File: config.mk
export PLATFORM = sky130hd
export DESIGN_NAME = l2_port_arbiter
export DESIGN_NICKNAME = d
export VERILOG_FILES = /design/src/rtl/l2_arb_pkg.sv /design/src/rtl/l2_port_arbiter.sv
export SDC_FILE = /design/constraint.sdc
export NUM_CORES = 1
export LEC_CHECK = 0
export BUFFER_PORTS_ARGS = -buffer_cell sky130_fd_sc_hd__buf_2
export CAP_MARGIN = 0
export CORE_AREA = 2 2 539 541
export CTS_CLUSTER_SIZE = 8
export DETAILED_ROUTE_END_ITERATION = 10
export DIE_AREA = 0 0 541 543
export PLACE_DENSITY = 0.32
export SLEW_MARGIN = 20
export SYNTH_ARGS = -nofsm -noshare
export SYNTH_HDL_FRONTEND = slang
export SYNTH_SLANG_ARGS = --single-unit
export TNS_END_PERCENT = 5
File: constraint.sdc
create_clock -name clk -period 2.75 [get_ports clk]
set_input_delay 0.55 -clock clk [delete_from_list [all_inputs] [get_ports clk]]
set_output_delay 0.55 -clock clk [all_outputs]
set_load 0.02 [all_outputs]
File: src/rtl/l2_arb_pkg.sv
// Shared types and default widths for the L1-to-L2 port arbiter.
package l2_arb_pkg;

  typedef enum logic [1:0] {
    IDLE    = 2'd0,
    GRANT_I = 2'd1,
    GRANT_D = 2'd2
  } arb_state_t;

  typedef enum logic {
    REQ_I = 1'b0,
    REQ_D = 1'b1
  } req_id_t;

  localparam int unsigned ADDR_W_DEF = 32;
  localparam int unsigned LINE_W_DEF = 256;

endpackage

File: src/rtl/l2_port_arbiter.sv
// Round-robin arbiter sharing one L2 port between the L1 I-cache and D-cache miss paths.
// The winner's address, write line and operation are held in registers for the whole transaction.
module l2_port_arbiter
  import l2_arb_pkg::*;
#(
  parameter int unsigned ADDR_W = ADDR_W_DEF,
  parameter int unsigned LINE_W = LINE_W_DEF
) (
  input  logic              clk,
  input  logic              rst,
  input  logic              i_read,
  input  logic [ADDR_W-1:0] i_addr,
  output logic              i_resp,
  output logic [LINE_W-1:0] i_rdata,
  input  logic              d_read,
  input  logic              d_write,
  input  logic [ADDR_W-1:0] d_addr,
  input  logic [LINE_W-1:0] d_wdata,
  output logic              d_resp,
  output logic [LINE_W-1:0] d_rdata,
  output logic              l2_read,
  output logic              l2_write,
  output logic [ADDR_W-1:0] l2_addr,
  output logic [LINE_W-1:0] l2_wdata,
  input  logic              l2_resp,
  input  logic [LINE_W-1:0] l2_rdata
);

  arb_state_t        r_state;
  arb_state_t        w_next_state;
  req_id_t           r_last_grant;
  req_id_t           w_winner;
  logic              r_op_write;
  logic [ADDR_W-1:0] r_addr;
  logic [LINE_W-1:0] r_wdata;
  logic              w_d_req;
  logic              w_any_req;

  assign w_d_req   = d_read | d_write;
  assign w_any_req = i_read | w_d_req;

  // Round-robin: on contention the requester not served last time wins.
  always_comb begin
    if (i_read && w_d_req) w_winner = (r_last_grant == REQ_I) ? REQ_D : REQ_I;
    else if (i_read)       w_winner = REQ_I;
    else                   w_winner = REQ_D;
  end

  always_comb begin
    w_next_state = r_state;
    case (r_state)
      IDLE: begin
        if (w_any_req) w_next_state = (w_winner == REQ_I) ? GRANT_I : GRANT_D;
      end
      GRANT_I, GRANT_D: begin
        if (l2_resp) w_next_state = IDLE;
      end
      default: w_next_state = IDLE;
    endcase
  end

  always_ff @(posedge clk) begin
    if (rst) begin
      r_state      <= IDLE;
      r_last_grant <= REQ_I;
      r_op_write   <= 1'b0;
      r_addr       <= '0;
      r_wdata      <= '0;
    end else begin
      r_state <= w_next_state;
      if (r_state == IDLE && w_any_req) begin
        r_last_grant <= w_winner;
        r_op_write   <= (w_winner == REQ_D) && d_write;
        r_addr       <= (w_winner == REQ_D) ? d_addr : i_addr;
        r_wdata      <= (w_winner == REQ_D) ? d_wdata : '0;
      end
    end
  end

  always_comb begin
    l2_read  = 1'b0;
    l2_write = 1'b0;
    i_resp   = 1'b0;
    d_resp   = 1'b0;
    if (r_state == GRANT_I || r_state == GRANT_D) begin
      l2_read  = ~r_op_write;
      l2_write = r_op_write;
    end
    if (r_state == GRANT_I) i_resp = l2_resp;
    if (r_state == GRANT_D) d_resp = l2_resp;
  end

  assign l2_addr  = r_addr;
  assign l2_wdata = r_wdata;
  assign i_rdata  = l2_rdata;
  assign d_rdata  = l2_rdata;

endmodule

## Word-level counts from Yosys, hierarchy flattened

Cells that the tools add are included.

| storage, ports and cells | value |
|---|---|
| register bits | 292 |
| logic and storage cells | 32 |
| input bits | 582 |
| output and inout port bits | 804 |

| operators by class | value |
|---|---|
| equal/unequal tests | 4 |
| reductions and logical operators | 7 |
| bitwise operators | 3 |
| muxes and demuxes | 13 |

Operators with widths:

| operator | number |
|---|---|
| 256-bit 2-to-1 mux | 1 |
| 32-bit 2-to-1 mux | 1 |
| 1-bit 2-to-1 mux | 7 |
| 2-bit 2-to-1 mux | 3 |
| 2-bit != test, second input constant | 2 |
| 2-bit one-hot mux with 2 select lines | 1 |
| 1-bit logical AND | 3 |
| 2-bit by 1-bit == test with 1-bit output, second input constant | 1 |
| 2-bit == test, second input constant | 1 |
| 2-bit logical NOT | 1 |
| 1-bit OR | 2 |
| 2-bit AND reduction | 1 |
| 2-bit OR reduction | 1 |
| 1-bit logical OR | 1 |
| 1-bit inverter | 1 |

## Longest topological paths before layout

| logic depth | value |
|---|---|
| depth after elaboration | 6 |
| depth in mapped cells | 7 |
| depth with buffers taken out | 5 |

## Least setup slack after synthesis

OpenSTA, ideal clock, no wires.

| timing | value |
|---|---|
| kind | input to register |
| start point | in d_read |
| end point | reg r_addr[12] (netlist: l2_addr[12]) |
| stages on the path | 5 |
| required time | 2659 ps |
| arrival time | 1486 ps |
| setup time | 91 ps |
| slack | 1173 ps |
| cell sequence | buf_4 -> o31a_1 -> buf_4 -> buf_2 -> a311oi_1 |

| between the ends | value |
|---|---|
| longest elaborated chain between the ends | 4 |
| elaborated cells between the ends (all ways) | 6 |
| those cells by class | mux (2); bitwise (2); reduce/logical (2) |

RTL lines:

| element | RTL line | text |
|---|---|---|
| start: declaration | l2_port_arbiter.sv:15 | `input logic d_read,` |
| 1-bit OR * | l2_port_arbiter.sv:39 | `assign w_d_req = d_read \| d_write;` |
| 1-bit logical AND | l2_port_arbiter.sv:44 | `if (i_read && w_d_req) w_winner = (r_last_grant == REQ_I) ? REQ_D : REQ_I;` |
| 1-bit 2-to-1 mux | l2_port_arbiter.sv:44 |  |
| 32-bit 2-to-1 mux | l2_port_arbiter.sv:74 | `r_addr <= (w_winner == REQ_D) ? d_addr : i_addr;` |
| end signal: assignment | l2_port_arbiter.sv:74 |  |
| end: declaration | l2_port_arbiter.sv:34 | `logic [ADDR_W-1:0] r_addr;` |

Mark *: on every way between the ends. The rest lies on a longest branch, timed or not.
A chain may end at the register's enable or synchronous reset.

## Worst setup path after layout

| timing | value |
|---|---|
| start point | reg r_state[0] |
| end point | out l2_read |

| between the ends | value |
|---|---|
| longest elaborated chain between the ends | 3 |
| elaborated cells between the ends (all ways) | 4 |
| those cells by class | eq/ne (2); mux (1); reduce/logical (1) |

RTL lines:

| element | RTL line | text |
|---|---|---|
| start: declaration | l2_port_arbiter.sv:29 | `arb_state_t r_state;` |
| start signal: assignment | l2_port_arbiter.sv:70 | `r_state <= w_next_state;` |
| 2-bit by 1-bit == test with 1-bit output / 2-bit == test (equally long branches) | l2_port_arbiter.sv:85 | `if (r_state == GRANT_I \|\| r_state == GRANT_D) begin` |
| 1-bit logical OR * | l2_port_arbiter.sv:85 |  |
| 1-bit 2-to-1 mux * | l2_port_arbiter.sv:85 |  |
| end: declaration | l2_port_arbiter.sv:21 | `output logic l2_read,` |

Marked as above.

==> run summary <==
By area, the combinational part of the netlist is dominated by buffers and inverters. The total of buffers placed on input and output ports came out at 617. The hold buffer count at cts came out at 0. In this run the core area contains 197 standard-cell rows. In this run, synthesis inferred 0 flip-flops with an integrated enable.

Once the clock tree was built, the resizer swapped 0 gates to a different size. Clock-pin slew was measured on the worst setup and hold paths at 0.06 ns. In this run the power density over the cells is 766 nW/µm². The H-tree was split into 2 levels. The die is 541 µm wide.

The post-synthesis sequential element count was 292. Slack of the worst reg-to-reg path: 0.92 ns. Measured along the y axis, the die boundary spans 543 µm. The worst setup path is launched from a flip-flop. The analysis attributes to cell leakage a power of 0.00715 µW. The cell area that synthesis handed to floorplanning was 14500 µm².

The count of unresolved DRC violations after routing is 0, and the area overhead of the layout relative to synthesis is 35.9%. The number of post-CTS setup repair buffers was 0. Detailed routing inserted a total of 13.0k vias. The worst hold path passes through 3 cells. In this run the mean area of a mapped cell was 9.03 µm². The gate count after technology mapping is 1603, and the adder-cell area share of the yosys netlist is 0.259%. In the global route stage, overall resource usage came out at 11.1%. The tools report the CTS root buffer as sky130_fd_sc_hd__clkbuf_16. On the worst path, the slowest cell contributes a delay of 0.35 ns. The fraction of final layout cells with drive strength greater than 1 is 42.7%, and the antenna violation net count after detailed routing is 0. The count of pins on the block boundary came out at 1386. For the final worst setup slack, the log shows 0.338 ns.

For the total wirelength of the detailed-routed design, the log shows 172000 µm. The tools report the start point of the worst min-delay path as d_wdata[11]. The most heavily used metal layer in global routing is met2. The tools report the first-pass detailed-route iteration total as 5.

The biggest area contributor in the post-synthesis netlist is sky130_fd_sc_hd__dfxtp_1. STA puts the critical path data arrival time at 1.86 ns. Yosys instantiated no cell more often than sky130_fd_sc_hd__buf_4. For the first-pass GRT wire length, the log shows 200000 µm. The critical path goes through inv_1, ha_4, nor2b_1, buf_2.

In this run the critical register-to-register path is launched from r_state[0]. The congestion estimate from routability-driven global placement came to 0.840. For the pin with the worst max-slew slack, the measured transition is 0.714 ns. The worst min-delay path class was in2reg. The later pin in the worst-skew pair is clocked with a latency of 0.69 ns.

The global-route track usage on met2 was 18.7%; the residual overflow from global routing was 0. The worst-case IR drop observed on VDD is 0.000426 V. Summing the areas of all xor and xnor instances in the mapped netlist gives 0% of the synthesized area.

The share of Yosys cell area claimed by the top area cell type is 40.4%. Across the run, the number of max-cap violations was 0. Data on the critical path is required at its endpoint by 2.20 ns.

Entering global routing, the biggest net connects 110 pins. The floorplan step defined a die boundary enclosing 294000 µm². The tools report the endpoint with the worst hold slack as l2_wdata[11].

Along the worst path, the maximum fanout reaches 4. Startpoint of the most critical setup path: r_state[0]. The final number of hold-violating endpoints is 0, and the met1 routing resource usage after global routing is 7.18%.

The most used flip-flop cell after synthesis is sky130_fd_sc_hd__dfxtp_1. The routed wire length per instance was 31.5 µm. The max-slew headroom at the worst pin is 52.4%, and the highest clock rate is 0.415 GHz.

The initial utilization of the core area, before any placement, comes to 5.04%. The tools report the setup total negative slack as 0 ns. Sorting the synthesized cells by area gives the leading types as sky130_fd_sc_hd__dfxtp_1 40%, sky130_fd_sc_hd__buf_4 27%, sky130_fd_sc_hd__a32oi_1 16%. For this run, asynchronously set or reset flops after synthesis account for 0%.

TritonCTS built the clock tree. For the number of antenna violations at the first check in global routing, the log shows 86. Setup repair after global routing left no endpoint under its margin. Measured in cells, the most critical reg-to-reg path has a length of 7. In the global route stage, met3 resource usage came out at 13.7%.

For the final number of max-transition violations, the log shows 0. The via count of the first global-routing pass came out at 12.7k. The worst setup path is of the reg2out kind. The slowest stage of the critical path belongs to the cell sky130_fd_sc_hd__dfxtp_1. Across the routed clock network, the largest skew measured is 0.0383 ns. The half-perimeter wire length of the detailed placement result was 153000 µm; the count of cell types in the netlist was 28. The final critical path time including I/O delays and setup was 2.41 ns.

The synthesized netlist devotes 19.4% of its cell area to compound gates. Setup violations remaining at the end of the flow were counted as 0. The worst setup path is captured at an output pin. No sink is reached through more buffers than the 3 on the longest clock path.

For the share of the yosys chip area belonging to registers, the log shows 40.4%. The logs give 1036 for the detailed router's first-iteration violation count and 0.558 ns for the worst setup slack after placement. The share of cell area taken by muxes after synthesis is 0%.

In the synthesized netlist, the cells that appear most often are 526 x sky130_fd_sc_hd__buf_4, 292 x sky130_fd_sc_hd__dfxtp_1, 283 x sky130_fd_sc_hd__nor2_1. The region available for standard cell placement spans 287000 µm². The tools report the number of warnings printed during yosys synthesis as 0. In the routed layout, each cell is associated on average with a via count of 2.38. The tree built by TritonCTS fans out to 292 sinks. The final critical path takes up 87.7% of the cycle. The synthesized netlist devotes 8.67% of its cell area to simple gates. The capturing point of the worst reg2reg path was l2_wdata[87].

In this run, CTS created clock tree buffers numbering 47. The design draws 15100 µW. For this run, the post-layout net count is 2236. The run finished with clean final reports. Counting every net in the synthesized netlist gives 2188.
[power by group]
part | total [µW] | switching [µW] | internal (µW)
sequential | 5030 | 292 | 4740
clock | 5910 | 2520 | 3400
combinational | 4120 | 2950 | 1180
[registers in the layout, summed over array words and instances, names as in the netlist]
register	flops
r_last_grant	1
l2_addr	32
l2_wdata	256
r_state	2
r_op_write	1
[placed cells by master, fill, tap and decap left out, drive strengths merged, types with 2 or more instances in the layout]
master / netlist / layout
a211oi: 7 / 7
and2: 4 / 4
a311oi: 25 / 25
inv: 10 / 11
nor2b: 2 / 2
dfxtp: 292 / 292
buf: 596 / 647
o21ai: 27 / 27
bufinv: 0 / 3
clkinv: 0 / 6
ha: 3 / 3
clkbuf: 52 / 55
o32ai: 7 / 7
diode: 0 / 7
a21oi: 2 / 2
nand3: 26 / 26
nor2: 283 / 283
a32oi: 257 / 257
[per-layer routing]
layer  vias to the layer above  share of wire, %
met5                         -             0.063
li1                       5262                 -
met2                      1543                47
met3                       314                27
met1                      5856                22
met4                         6               3.7
[how the worst max path moves through the flow]
stage	to	depth (start not counted)	slack, ns
3_5_place_dp	l2_wdata[60]	6	0.56
2_1_floorplan	l2_addr[12]	5	1.17
3_3_place_gp	l2_addr[16]	5	0.53
4_1_cts	l2_read	4	0.18
6_report	l2_read	4	0.34
5_1_grt	l2_read	4	0.18
[worst max-delay path, delay by kind of cell, from the launching register on]
family                   cells  cell delay, ns
adder cells (fa/ha/maj)      1            0.28
buffers and inverters        2            0.42
flip-flops                   1            0.35
AND/OR/NAND/NOR              1            0.11
[area by class of cell]
cell class                      count  area, µm²
Fill cell                       33900     268000
Sequential cell                   292       5850
Tap cell                         3781       4730
Multi-Input combinational cell    653       4130
Timing Repair Buffer              647       3500
Clock buffer                       55       1220
Clock inverter                     11        191
Inverter                           10       37.5
Antenna cell                        7       17.5
[through the flow]
stage | util (%) | hold WS, ns | cells | instance area [µm²]
6_report | 6.84 | 0.124 | 5456 | 19700
4_1_cts | 6.84 | 0.0333 | 5449 | 19600
5_1_grt | 6.84 | 0.0794 | 5456 | 19700
2_1_floorplan | - | 0.467 | 1603 | 14500
3_5_place_dp | 6.35 | 0.469 | 5383 | 18200
3_3_place_gp | 6.35 | 0.462 | 5383 | 18200
[cells by family after synthesis]
logic type | after synthesis
DFF | 292
adders and majority gates | 3
AOI/OAI and AO/OA | 331
and+or+nand+nor | 319
buffers and inverters | 658
Power figures use the tool's default switching activity.
